$ cat config.mk
export PLATFORM = sky130hd
export DESIGN_NAME = counter_seq_ctrl_flat
export DESIGN_NICKNAME = d
export VERILOG_FILES = /design/src/rtl/counter_seq_pkg.sv /design/src/rtl/counter_seq_ctrl_if.sv /design/src/rtl/counter_seq_ctrl.sv /design/src/flat_wrapper.sv
export SDC_FILE = /design/constraint.sdc
export NUM_CORES = 1
export LEC_CHECK = 0
export ABC_AREA = 1
export CAP_MARGIN = 10
export CORE_AREA = 2 2 63 65
export DETAILED_ROUTE_END_ITERATION = 8
export DIE_AREA = 0 0 65 67
export MAX_ROUTING_LAYER = met4
export PLACE_DENSITY = 0.8
export RECOVER_POWER = 50
export SLEW_MARGIN = 20
export SYNTH_ARGS = -nofsm -noshare
export SYNTH_HDL_FRONTEND = slang
export SYNTH_SLANG_ARGS = --single-unit
$ cat constraint.sdc
create_clock -name clk -period 4.1 [get_ports clk]
set_input_delay 0.82 -clock clk [delete_from_list [all_inputs] [get_ports clk]]
set_output_delay 0.82 -clock clk [all_outputs]
set_load 0.005 [all_outputs]
$ cat src/rtl/counter_seq_pkg.sv
// Shared types for the counter sequencer: command opcodes, FSM states,
// default counter width and the wrap-step predicate.
package counter_seq_pkg;

  localparam int CNT_WIDTH_DEF = 10;

  typedef enum logic [1:0] {
    OP_LOAD = 2'b00,
    OP_UP   = 2'b01,
    OP_DOWN = 2'b10,
    OP_NOP  = 2'b11
  } op_e;

  typedef enum logic [1:0] {
    S_IDLE = 2'b00,
    S_LOAD = 2'b01,
    S_RUN  = 2'b10,
    S_DONE = 2'b11
  } state_e;

  // A step wraps when counting up from all-ones or down from all-zeros.
  function automatic logic is_wrap_step(input logic mode_up,
                                        input logic all_ones,
                                        input logic all_zeros);
    return mode_up ? all_ones : all_zeros;
  endfunction

endpackage

$ cat src/rtl/counter_seq_ctrl_if.sv
// Command handshake bundle between the control logic (master) and the
// counter sequencer (slave).
interface counter_seq_ctrl_if
  import counter_seq_pkg::*;
#(
  parameter int WIDTH = CNT_WIDTH_DEF
);
  logic             cmd_valid;
  logic             cmd_ready;
  op_e              cmd_op;
  logic [WIDTH-1:0] cmd_arg;

  modport master (output cmd_valid, output cmd_op, output cmd_arg, input cmd_ready);
  modport slave  (input cmd_valid, input cmd_op, input cmd_arg, output cmd_ready);
endinterface

$ cat src/rtl/counter_seq_ctrl.sv
// Command-driven sequencer for the up/down counter datapath. Accepts
// LOAD/UP/DOWN/NOP commands, drives the counter controls for an exact
// number of cycles, tracks wrap-around and pulses done on completion.
// Optional build macro COUNTER_SEQ_CTRL_SAT_EN: a RUN step that would wrap
// is withheld and the command finishes with wrapped set (saturation).
module counter_seq_ctrl
  import counter_seq_pkg::*;
#(
  parameter int WIDTH  = CNT_WIDTH_DEF,
  parameter int STEP_W = CNT_WIDTH_DEF
) (
  input  logic              clk,
  input  logic              rst,
  counter_seq_ctrl_if.slave cmd_if,
  input  logic              abort,
  output logic              cnt_en,
  output logic              cnt_mode,
  output logic              cnt_load,
  output logic [WIDTH-1:0]  cnt_load_val,
  input  logic [WIDTH-1:0]  cnt_q,
  output logic              busy,
  output logic              done,
  output logic              aborted,
  output logic              wrapped
);

  state_e            state_q, state_d;
  logic [STEP_W-1:0] remaining_q, remaining_d;
  logic              mode_q, mode_d;
  logic [WIDTH-1:0]  load_val_q, load_val_d;
  logic              wrapped_q, wrapped_d;
  logic              aborted_q, aborted_d;
  logic              wrap_hit_s;
  logic              step_s;

  // Step issue: only in RUN, never in an abort cycle, and (saturating
  // build) never when the step would wrap.
  always_comb begin
    wrap_hit_s = is_wrap_step(mode_q, &cnt_q, ~|cnt_q);
`ifdef COUNTER_SEQ_CTRL_SAT_EN
    step_s = (state_q == S_RUN) && !abort && !wrap_hit_s;
`else
    step_s = (state_q == S_RUN) && !abort;
`endif
  end

  // Next-state and captured-command logic.
  always_comb begin
    state_d     = state_q;
    remaining_d = remaining_q;
    mode_d      = mode_q;
    load_val_d  = load_val_q;
    wrapped_d   = wrapped_q;
    aborted_d   = aborted_q;
    case (state_q)
      S_IDLE: begin
        if (cmd_if.cmd_valid) begin
          wrapped_d = 1'b0;
          aborted_d = 1'b0;
          case (cmd_if.cmd_op)
            OP_LOAD: begin
              load_val_d = cmd_if.cmd_arg;
              state_d    = S_LOAD;
            end
            OP_UP, OP_DOWN: begin
              mode_d      = (cmd_if.cmd_op == OP_UP);
              remaining_d = STEP_W'(cmd_if.cmd_arg);
              state_d     = (cmd_if.cmd_arg == '0) ? S_DONE : S_RUN;
            end
            default: begin
              state_d = S_IDLE;
            end
          endcase
        end else begin
          state_d = S_IDLE;
        end
      end
      S_LOAD: begin
        aborted_d = abort;
        state_d   = S_DONE;
      end
      S_RUN: begin
        if (abort) begin
          aborted_d = 1'b1;
          state_d   = S_DONE;
        end else if (!step_s) begin
          // Only reachable when a wrapping step was withheld.
          wrapped_d = 1'b1;
          state_d   = S_DONE;
        end else begin
          remaining_d = remaining_q - STEP_W'(1);
          if (wrap_hit_s) begin
            wrapped_d = 1'b1;
          end else begin
            wrapped_d = wrapped_q;
          end
          if (remaining_q == STEP_W'(1)) begin
            state_d = S_DONE;
          end else begin
            state_d = S_RUN;
          end
        end
      end
      S_DONE: begin
        state_d = S_IDLE;
      end
      default: begin
        state_d = S_IDLE;
      end
    endcase
  end

  // State and command registers with asynchronous reset.
  always_ff @(posedge clk or posedge rst) begin
    if (rst) begin
      state_q     <= S_IDLE;
      remaining_q <= '0;
      mode_q      <= 1'b0;
      load_val_q  <= '0;
      wrapped_q   <= 1'b0;
      aborted_q   <= 1'b0;
    end else begin
      state_q     <= state_d;
      remaining_q <= remaining_d;
      mode_q      <= mode_d;
      load_val_q  <= load_val_d;
      wrapped_q   <= wrapped_d;
      aborted_q   <= aborted_d;
    end
  end

  assign cmd_if.cmd_ready = (state_q == S_IDLE);
  assign busy             = (state_q != S_IDLE);
  assign done             = (state_q == S_DONE);
  assign cnt_en           = step_s;
  assign cnt_load         = (state_q == S_LOAD) && !abort;
  assign cnt_mode         = mode_q;
  assign cnt_load_val     = load_val_q;
  assign wrapped          = wrapped_q;
  assign aborted          = aborted_q;

endmodule

$ cat src/flat_wrapper.sv
// flat-port wrapper written by rule: the top's interface ports become plain ports
module counter_seq_ctrl_flat import counter_seq_pkg::*;
#(
  parameter int WIDTH  = CNT_WIDTH_DEF,
  parameter int STEP_W = CNT_WIDTH_DEF
)
  (clk, rst, abort, cnt_en, cnt_mode, cnt_load, cnt_load_val, cnt_q, busy, done, aborted, wrapped, cmd_if_cmd_valid, cmd_if_cmd_op, cmd_if_cmd_arg, cmd_if_cmd_ready);
  counter_seq_ctrl_if #(.WIDTH(WIDTH)) cmd_if_i ();
  input  logic clk;
  input  logic rst;
  input  logic abort;
  output logic cnt_en;
  output logic cnt_mode;
  output logic cnt_load;
  output logic [WIDTH-1:0] cnt_load_val;
  input  logic [WIDTH-1:0] cnt_q;
  output logic busy;
  output logic done;
  output logic aborted;
  output logic wrapped;
  input wire logic [$bits(cmd_if_i.cmd_valid)-1:0] cmd_if_cmd_valid;
  input wire logic [$bits(cmd_if_i.cmd_op)-1:0] cmd_if_cmd_op;
  input wire logic [$bits(cmd_if_i.cmd_arg)-1:0] cmd_if_cmd_arg;
  output wire logic [$bits(cmd_if_i.cmd_ready)-1:0] cmd_if_cmd_ready;
  assign cmd_if_i.cmd_valid = cmd_if_cmd_valid;
  assign cmd_if_i.cmd_op = cmd_if_cmd_op;
  assign cmd_if_i.cmd_arg = cmd_if_cmd_arg;
  assign cmd_if_cmd_ready = cmd_if_i.cmd_ready;
  counter_seq_ctrl #(.WIDTH(WIDTH), .STEP_W(STEP_W)) u_core (.clk(clk), .rst(rst), .cmd_if(cmd_if_i), .abort(abort), .cnt_en(cnt_en), .cnt_mode(cnt_mode), .cnt_load(cnt_load), .cnt_load_val(cnt_load_val), .cnt_q(cnt_q), .busy(busy), .done(done), .aborted(aborted), .wrapped(wrapped));
endmodule
==> results summary, run 1 <==
The final count of pins violating max slew came to 0. The portion of the post-synthesis area used by sequential elements is 0.388. The clock latency on the worst-skew pair is 0.27 ns. The sequential fraction of design power is 0.336. In this run the cell area of the synthesized design comes to 1610 µm². The weighted congestion reported at the end of routability-driven placement came out at 0.938. The net switching share of the total power is 0.422. Excluding fillers, the count of instances in the completed layout stands at 312. The die area came out at 4360 µm². The clock-pin slew on the worst setup and hold paths is 0.09 ns. At the pin with the least slew margin, the transition time is 0.955 ns. Measured on the finished design, the core utilization comes to 0.587. Timing would allow up to 0.338 GHz. The clock arrives with 0.00565 ns of skew. The maximum number of pins on one net before global-route repair came out at 26. The total met3 wirelength after detailed routing came out at 180 µm. The depth of the CTS H-tree came out at 1. Across the run, the number of max-cap violations was 0. The sink count of the clock tree is 25. The post-CTS setup buffer count came out at 0. The antenna diode instance count is 0. The highest metal layer with signal wires is met4.

The TritonCTS clock tree is done. The run finished with clean final reports. The first global-routing pass estimated 5.89 mm of wire. The post-layout minimum cycle time came out at 2.96 ns. The initial antenna violation count came out at 0.

Yosys printed 0 warnings. Wires add up to 3.40 mm. The reported net switching power is 0.552 mW.

Dividing the final minimum period by the clock period gives 0.722. The post-synthesis to final-layout area growth is 31.2%. The global-route congestion overflow total is 0.

The internal power of the cells is 0.756 mW. The total CTS buffers is 3. The remaining max-slew budget at the tightest pin is 0.362.

Of the total power, the clock network draws 0.114. The top cell type by total area after synthesis is sky130_fd_sc_hd__dfrtp_1. The mean area per synthesized cell is 7.30 µm². The required time of the worst setup path is 3.28 ns. IR analysis of the VDD net gives a maximum drop of 0.000227 V.

The average via count per standard cell came out at 4.71. The power density relative to cell area is 618 nW/µm². The floorplan step defined a core boundary enclosing 3610 µm². The setup-violating endpoint count in the final report came out at 0. After the last flow step, the layout net total stands at 301. The number of top-level design ports came out at 44. The die height came out at 67 µm. In the final layout, flip-flops and latches occupy 626 µm². Input and output buffers added on the ports amount to 43.

After detailed routing, the number of remaining DRC violations is 0. Of the cells placed in the final design, the portion with a size suffix greater than 1 is 0.0606. The endpoint arrival time on the critical path came out at 2.14 ns. The path type of the worst setup path is input port to output port. The number of instances in the placed design is 308.

The synthesized netlist net count came out at 257. Summed over all cells, the static leakage comes to 1.06 nW. The detailed router finished its first iteration with 91 violations. The final count of hold timing violations came out at 0. The worst min-delay path class is flop to flop. In the post-synthesis netlist, the biggest area contributors are sky130_fd_sc_hd__dfrtp_1 39%, sky130_fd_sc_hd__nand2_1 13%, sky130_fd_sc_hd__inv_1 9.3%, sky130_fd_sc_hd__ha_1 7.8%, sky130_fd_sc_hd__o21ai_0 6.2%.

The total of cells resized after clock tree synthesis came out at 0. In this run the horizontal extent of the chip is 65 µm. The first-pass detailed-route iteration total came out at 4. The critical-path maximum fanout came out at 3. The share of power burned in combinational logic came out at 0.550. The maximum count of clock buffers along a single path is 2. The via count of the first global-routing pass is 1366. The global router's overall resource usage is 0.176. The average wire length per cell after detail routing is 10.9 µm.

Setup repair after global routing left no endpoint under its margin. Detailed routing placed a total of 1.60 mm of wire on met2. The worst setup path is launched from an input port. The initial core utilization is 0.448. The area of the multi-input gates is 779 µm². The completed layout was analyzed and its total power is 1.31 mW. STA classifies the critical path endpoint as an output port.

The count of hold buffers inserted by post-cts repair is 0. The number of routed nets with antenna violations is 0. The instance count of the mapped netlist came out at 221. The routed layout has 1468 vias. The total negative slack came out at 0 ns.

The cell at the root of the clock tree is sky130_fd_sc_hd__clkbuf_8. The number of filler cells placed in the layout came out at 333. Detailed placement ended at an HPWL of 2.58 mm. The routed length on met1 came out at 1.59 mm.

The count of different cell masters after synthesis came out at 27. The top-area cell type share of the netlist area came out at 0.388. The row count is 22. The number of storage elements in the synthesis netlist came out at 25.
[power groups by stage]
stage / sequential (mW) / clock [mW] / combinational [mW]
2_1_floorplan: 0.437 / 0 / 0.498
3_3_place_gp: 0.440 / 0 / 0.717
3_5_place_dp: 0.443 / 0 / 0.728
4_1_cts: 0.439 / 0.154 / 0.734
5_1_grt: 0.456 / 0.166 / 0.826
6_report: 0.439 / 0.150 / 0.719
[synth_stat cells]
master	count
sky130_fd_sc_hd__nand2_1	56
sky130_fd_sc_hd__inv_1	40
sky130_fd_sc_hd__dfrtp_1	25
sky130_fd_sc_hd__nor2_1	22
sky130_fd_sc_hd__o21ai_0	20
sky130_fd_sc_hd__ha_1	10
sky130_fd_sc_hd__nand3_1	10
sky130_fd_sc_hd__a21oi_1	6
sky130_fd_sc_hd__nor3_1	6
sky130_fd_sc_hd__o21ai_2	4
sky130_fd_sc_hd__o22ai_1	4
sky130_fd_sc_hd__clkbuf_1	2
sky130_fd_sc_hd__o21ai_1	2
sky130_fd_sc_hd__buf_12	1
sky130_fd_sc_hd__buf_2	1
sky130_fd_sc_hd__buf_6	1
sky130_fd_sc_hd__inv_4	1
sky130_fd_sc_hd__inv_6	1
sky130_fd_sc_hd__mux2_2	1
sky130_fd_sc_hd__nand2_4	1
sky130_fd_sc_hd__nand3b_1	1
sky130_fd_sc_hd__nand4_1	1
sky130_fd_sc_hd__nor2_4	1
sky130_fd_sc_hd__o211ai_1	1
sky130_fd_sc_hd__o211ai_2	1
sky130_fd_sc_hd__o31ai_1	1
sky130_fd_sc_hd__or2_2	1
[sequential cells by signal, indices dropped and copies added, names as in the netlist]
name                 count
u_core.aborted           1
u_core.state_q           2
u_core.wrapped           1
u_core.cnt_mode          1
u_core.remaining_q      10
u_core.cnt_load_val     10
[cells in the final DEF (no fill, tap or decap), types with 2 or more instances in the layout]
cell,instances
sky130_fd_sc_hd__a21oi_1,6
sky130_fd_sc_hd__nor3_1,6
sky130_fd_sc_hd__clkdlybuf4s50_1,33
sky130_fd_sc_hd__inv_1,40
sky130_fd_sc_hd__nor2_1,22
sky130_fd_sc_hd__dfrtp_1,25
sky130_fd_sc_hd__nand2_1,56
sky130_fd_sc_hd__o21ai_2,4
sky130_fd_sc_hd__dlygate4sd3_1,10
sky130_fd_sc_hd__o21ai_0,20
sky130_fd_sc_hd__nand3_1,10
sky130_fd_sc_hd__o21ai_1,2
sky130_fd_sc_hd__o22ai_1,4
sky130_fd_sc_hd__ha_1,10
sky130_fd_sc_hd__clkbuf_8,3
[area by class of cell]
cell class,instances,share of cell area
Clock buffer,3,0.0195
Sequential cell,25,0.296
Clock inverter,1,0.00355
Multi-Input combinational cell,149,0.368
Timing Repair Buffer,44,0.207
Tap cell,48,0.0284
Inverter,42,0.0780
[path summary, 6_finish.rpt]
path                                  startpoint                    end  slack (ns)  cells after the start
setup / recovery                           abort                 cnt_en        1.14                      5
hold / removal             u_core.remaining_q[9]  u_core.remaining_q[9]        0.48                      2
setup reg to reg               u_core.state_q[0]  u_core.remaining_q[7]        2.35                     10
hold reg to reg            u_core.remaining_q[9]  u_core.remaining_q[9]        0.48                      2
max in group asynchronous                    rst  u_core.remaining_q[2]        2.32                      2
min in group asynchronous                    rst  u_core.remaining_q[8]        1.20                      2
[stage by stage]
| stage | cell area, µm² | worst slack (ns) | hold slack [ns] |
|---|---|---|---|
| 6_report | 2120 | 1.14 | 0.483 |
| 5_1_grt | 2120 | 1.06 | 0.529 |
| 4_1_cts | 2120 | 1.27 | 0.488 |
| 3_5_place_dp | 2070 | 1.28 | 0.466 |
| 3_3_place_gp | 2070 | 1.28 | 0.458 |
| 2_1_floorplan | 1610 | 2.24 | 0.442 |
[per-layer routing]
layer  GRT usage  vias to the layer above
met5           -                        -
met4      0.0479                        0
met3      0.0186                        2
met2       0.298                       47
met1       0.225                      642
li1            -                      777
[critical path, cell delays in order]
cell                              delay (ns)
sky130_fd_sc_hd__dlygate4sd3_1          0.55
sky130_fd_sc_hd__inv_1                  0.09
sky130_fd_sc_hd__nand2_1                0.09
sky130_fd_sc_hd__inv_1                  0.09
sky130_fd_sc_hd__clkdlybuf4s50_1        0.50
[cells by family (layout without fill, tap and decap cells)]
family,Yosys count,count (layout),share of synthesized area
compound gates,39,39,0.141
simple gates,99,99,0.257
mux,1,1,0.00698
buf+inv,47,90,0.129
flops,25,25,0.388
fa+ha+maj,10,10,0.0775
No activity file was read; power rests on OpenSTA's default activity.
==> run 2, diff against run 1 <==
CORE_AREA = 2 2 65 67   (was 2 2 63 65)
DIE_AREA = 0 0 67 69   (was 0 0 65 67)
PLACE_DENSITY = 0.79   (was 0.8)
clock period = 2.4 ns   (was 4.1 ns; I/O delays follow)
==> results summary, run 2 (synthesis results as in run 1) <==
The global-route congestion overflow total is 0. Fill cells in the final layout number 388. The antenna diode instance count is 0. The clock-pin slew on the worst setup and hold paths is 0.10 ns. The die height is 69 µm.

The period utilization is 0.906. The smallest hold slack is 0.485 ns. The largest incremental delay on the critical path came out at 0.50 ns. STA classifies the critical path endpoint as an output port. After floorplanning, the core was divided into 23 placement rows.

The register area came out at 626 µm². The first-pass detailed-route iteration total came out at 4. The worst register-to-register path ends at u_core.remaining_q[5]. The DRC violation count after routing is 0. Leaving out fill and tap cells, the most frequent cells in the layout are 56 x sky130_fd_sc_hd__nand2_1, 41 x sky130_fd_sc_hd__clkdlybuf4s50_1, 40 x sky130_fd_sc_hd__inv_1.

The fraction of final layout cells sized beyond drive strength 1 is 0.0602. The HPWL after detailed placement is 2.84 mm. The startpoint class of the critical path is an input port. The worst hold path belongs to the class flop to flop. Summed over all failing endpoints, the final setup total negative slack is 0 ns. Setup violations remaining at the end of the flow were counted as 0. The clock latency on the worst-skew pair is 0.28 ns. For this run, global-route usage on met3 was measured as 0.0147. The met2 routing resource usage after global routing came out at 0.277.

The initial antenna violation count is 0. The most frequent standard cell in the layout excluding fill and tap cells is sky130_fd_sc_hd__nand2_1. Summing over every cut layer, the via total after detailed routing is 1466. The clock passes through at most 2 buffers. The remaining max-slew budget at the tightest pin came out at 0.104. The final count of pins violating max slew is 0. Once layout is complete, the utilization of the core stands at 0.543.

Relative to the synthesized area, the layout overhead comes to 31.8%. The final count of hold timing violations is 0. The area of the core region came out at 3910 µm². Entering global routing, the biggest net connects 26 pins.

In this run the number of H-tree levels came out at 1. The worst reg2reg path depth came out at 10. Walking the worst path, the cells encountered are clkdlybuf4s50_1 -> inv_1 -> nand2_1 -> inv_1 -> clkdlybuf4s50_1.

Summed over all cells, the static leakage comes to 1.05 nW. The max-capacitance violation count came out at 0. The tree is rooted in a sky130_fd_sc_hd__clkbuf_8. The weighted congestion reported at the end of routability-driven placement is 0.916. Across all register-to-register paths, the minimum setup slack is 0.72 ns. The chip width came out at 67 µm. For hold timing, the worst endpoint is u_core.remaining_q[7]. The maximum clock rate is 0.460 GHz. The worst hold path begins at u_core.remaining_q[7]. The number of instances in the placed design is 312. The average wire length per cell after detail routing came out at 11.2 µm.

After the first detailed-routing iteration, the DRC count stood at 90. met2 is the most crowded layer. The worst reg2reg path startpoint is u_core.state_q[0]. Grouping stages by cell kind, the critical path spends the most delay in buffers and inverters. Buffers inserted during clock tree synthesis total 3. The global router's overall resource usage came out at 0.172. The power density relative to cell area came out at 1060 nW/µm². The endpoint arrival time on the critical path is 1.69 ns. The via count of the first global-routing pass is 1443.

After detailed routing, the total wire length is 3.53 mm. The critical path is of the input port to output port type. The die covers 4620 µm². The worst ir drop on vdd came out at 0.000387 V. The critical-path maximum fanout is 3. The flow ran to the end, and the final reports show no timing, DRC or antenna violations.

For met1 alone, demand over resource in global routing was 0.227. The clock period could shrink to 2.17 ns. The multi-input combinational cells in the finished layout cover a total of 779 µm². Setup repair after global routing left no endpoint under its margin. Pin placement for this block handled 44 I/O pins.

During placement, the flow inserted port buffers numbering 43. The count of hold buffers inserted by post-cts repair is 0. For this configuration, the core starts out at a cell density of 0.412.

Across the routed clock network, the largest skew measured is 0.00691 ns. The average via count per standard cell came out at 4.64. The hold-critical path depth is 2.

At the pin with the least slew margin, the transition time is 1.34 ns. The first global-routing pass estimated 6.21 mm of wire. The count of placed standard cells in the final layout, fillers left out is 316.

The number of nets in the final layout came out at 303. For this design, the sink count on the clock tree is 25. Post-CTS repair changed the size of 0 cells. The count of nets left with antenna violations once routing finished came out at 0. The post-CTS setup buffer count came out at 0. The combined buffer and inverter count along the critical path is 4.

The largest individual stage delay along the critical path comes from the cell sky130_fd_sc_hd__clkdlybuf4s50_1. TritonCTS built the clock tree. The required time of the worst setup path came out at 1.92 ns.
[run 2: worst max path at each step]
stage | startpoint | to | slack [ns] | cells past startpoint
2_1_floorplan | cmd_if_cmd_op[0] | u_core.remaining_q[0] | 0.93 | 9
6_report | abort | cnt_en | 0.23 | 5
4_1_cts | abort | cnt_en | 0.22 | 5
5_1_grt | abort | cnt_en | 0.13 | 5
3_5_place_dp | abort | cnt_en | 0.23 | 5
3_3_place_gp | abort | cnt_en | 0.28 | 5
[run 2: worst min-delay path, cell delays in order (launching register included)]
cell and delay [ns]:
sky130_fd_sc_hd__dfrtp_1 0.35, sky130_fd_sc_hd__o21ai_1 0.06, sky130_fd_sc_hd__nand2_1 0.05
[run 2: area by class of cell]
type / instances / area share
clock inverters: 1 / 0.00353
clock buffers: 3 / 0.0194
well taps: 50 / 0.0294
inverters: 42 / 0.0776
repair buffers: 46 / 0.209
flip-flops and latches: 25 / 0.294
multi-input cells: 149 / 0.366
[run 2: power by group]
group	internal (mW)	switching, mW
sequential	0.619	0.131
clock	0.118	0.144
combinational	0.574	0.671
total	1.31	0.946
[run 2: metal layers]
layer  vias to the layer above  wire, µm
li1                        778         -
met2                        30      1710
met5                         -         0
met3                         4       111
met4                         0        46
met1                       654      1660
[run 2: stage by stage]
step / setup WS (ns) / cell area, µm² / power, mW
2_1_floorplan: 0.927 / 1610 / 1.60
3_3_place_gp: 0.276 / 2090 / 1.99
3_5_place_dp: 0.228 / 2090 / 2.02
4_1_cts: 0.217 / 2130 / 2.29
5_1_grt: 0.126 / 2130 / 2.49
6_report: 0.226 / 2130 / 2.26
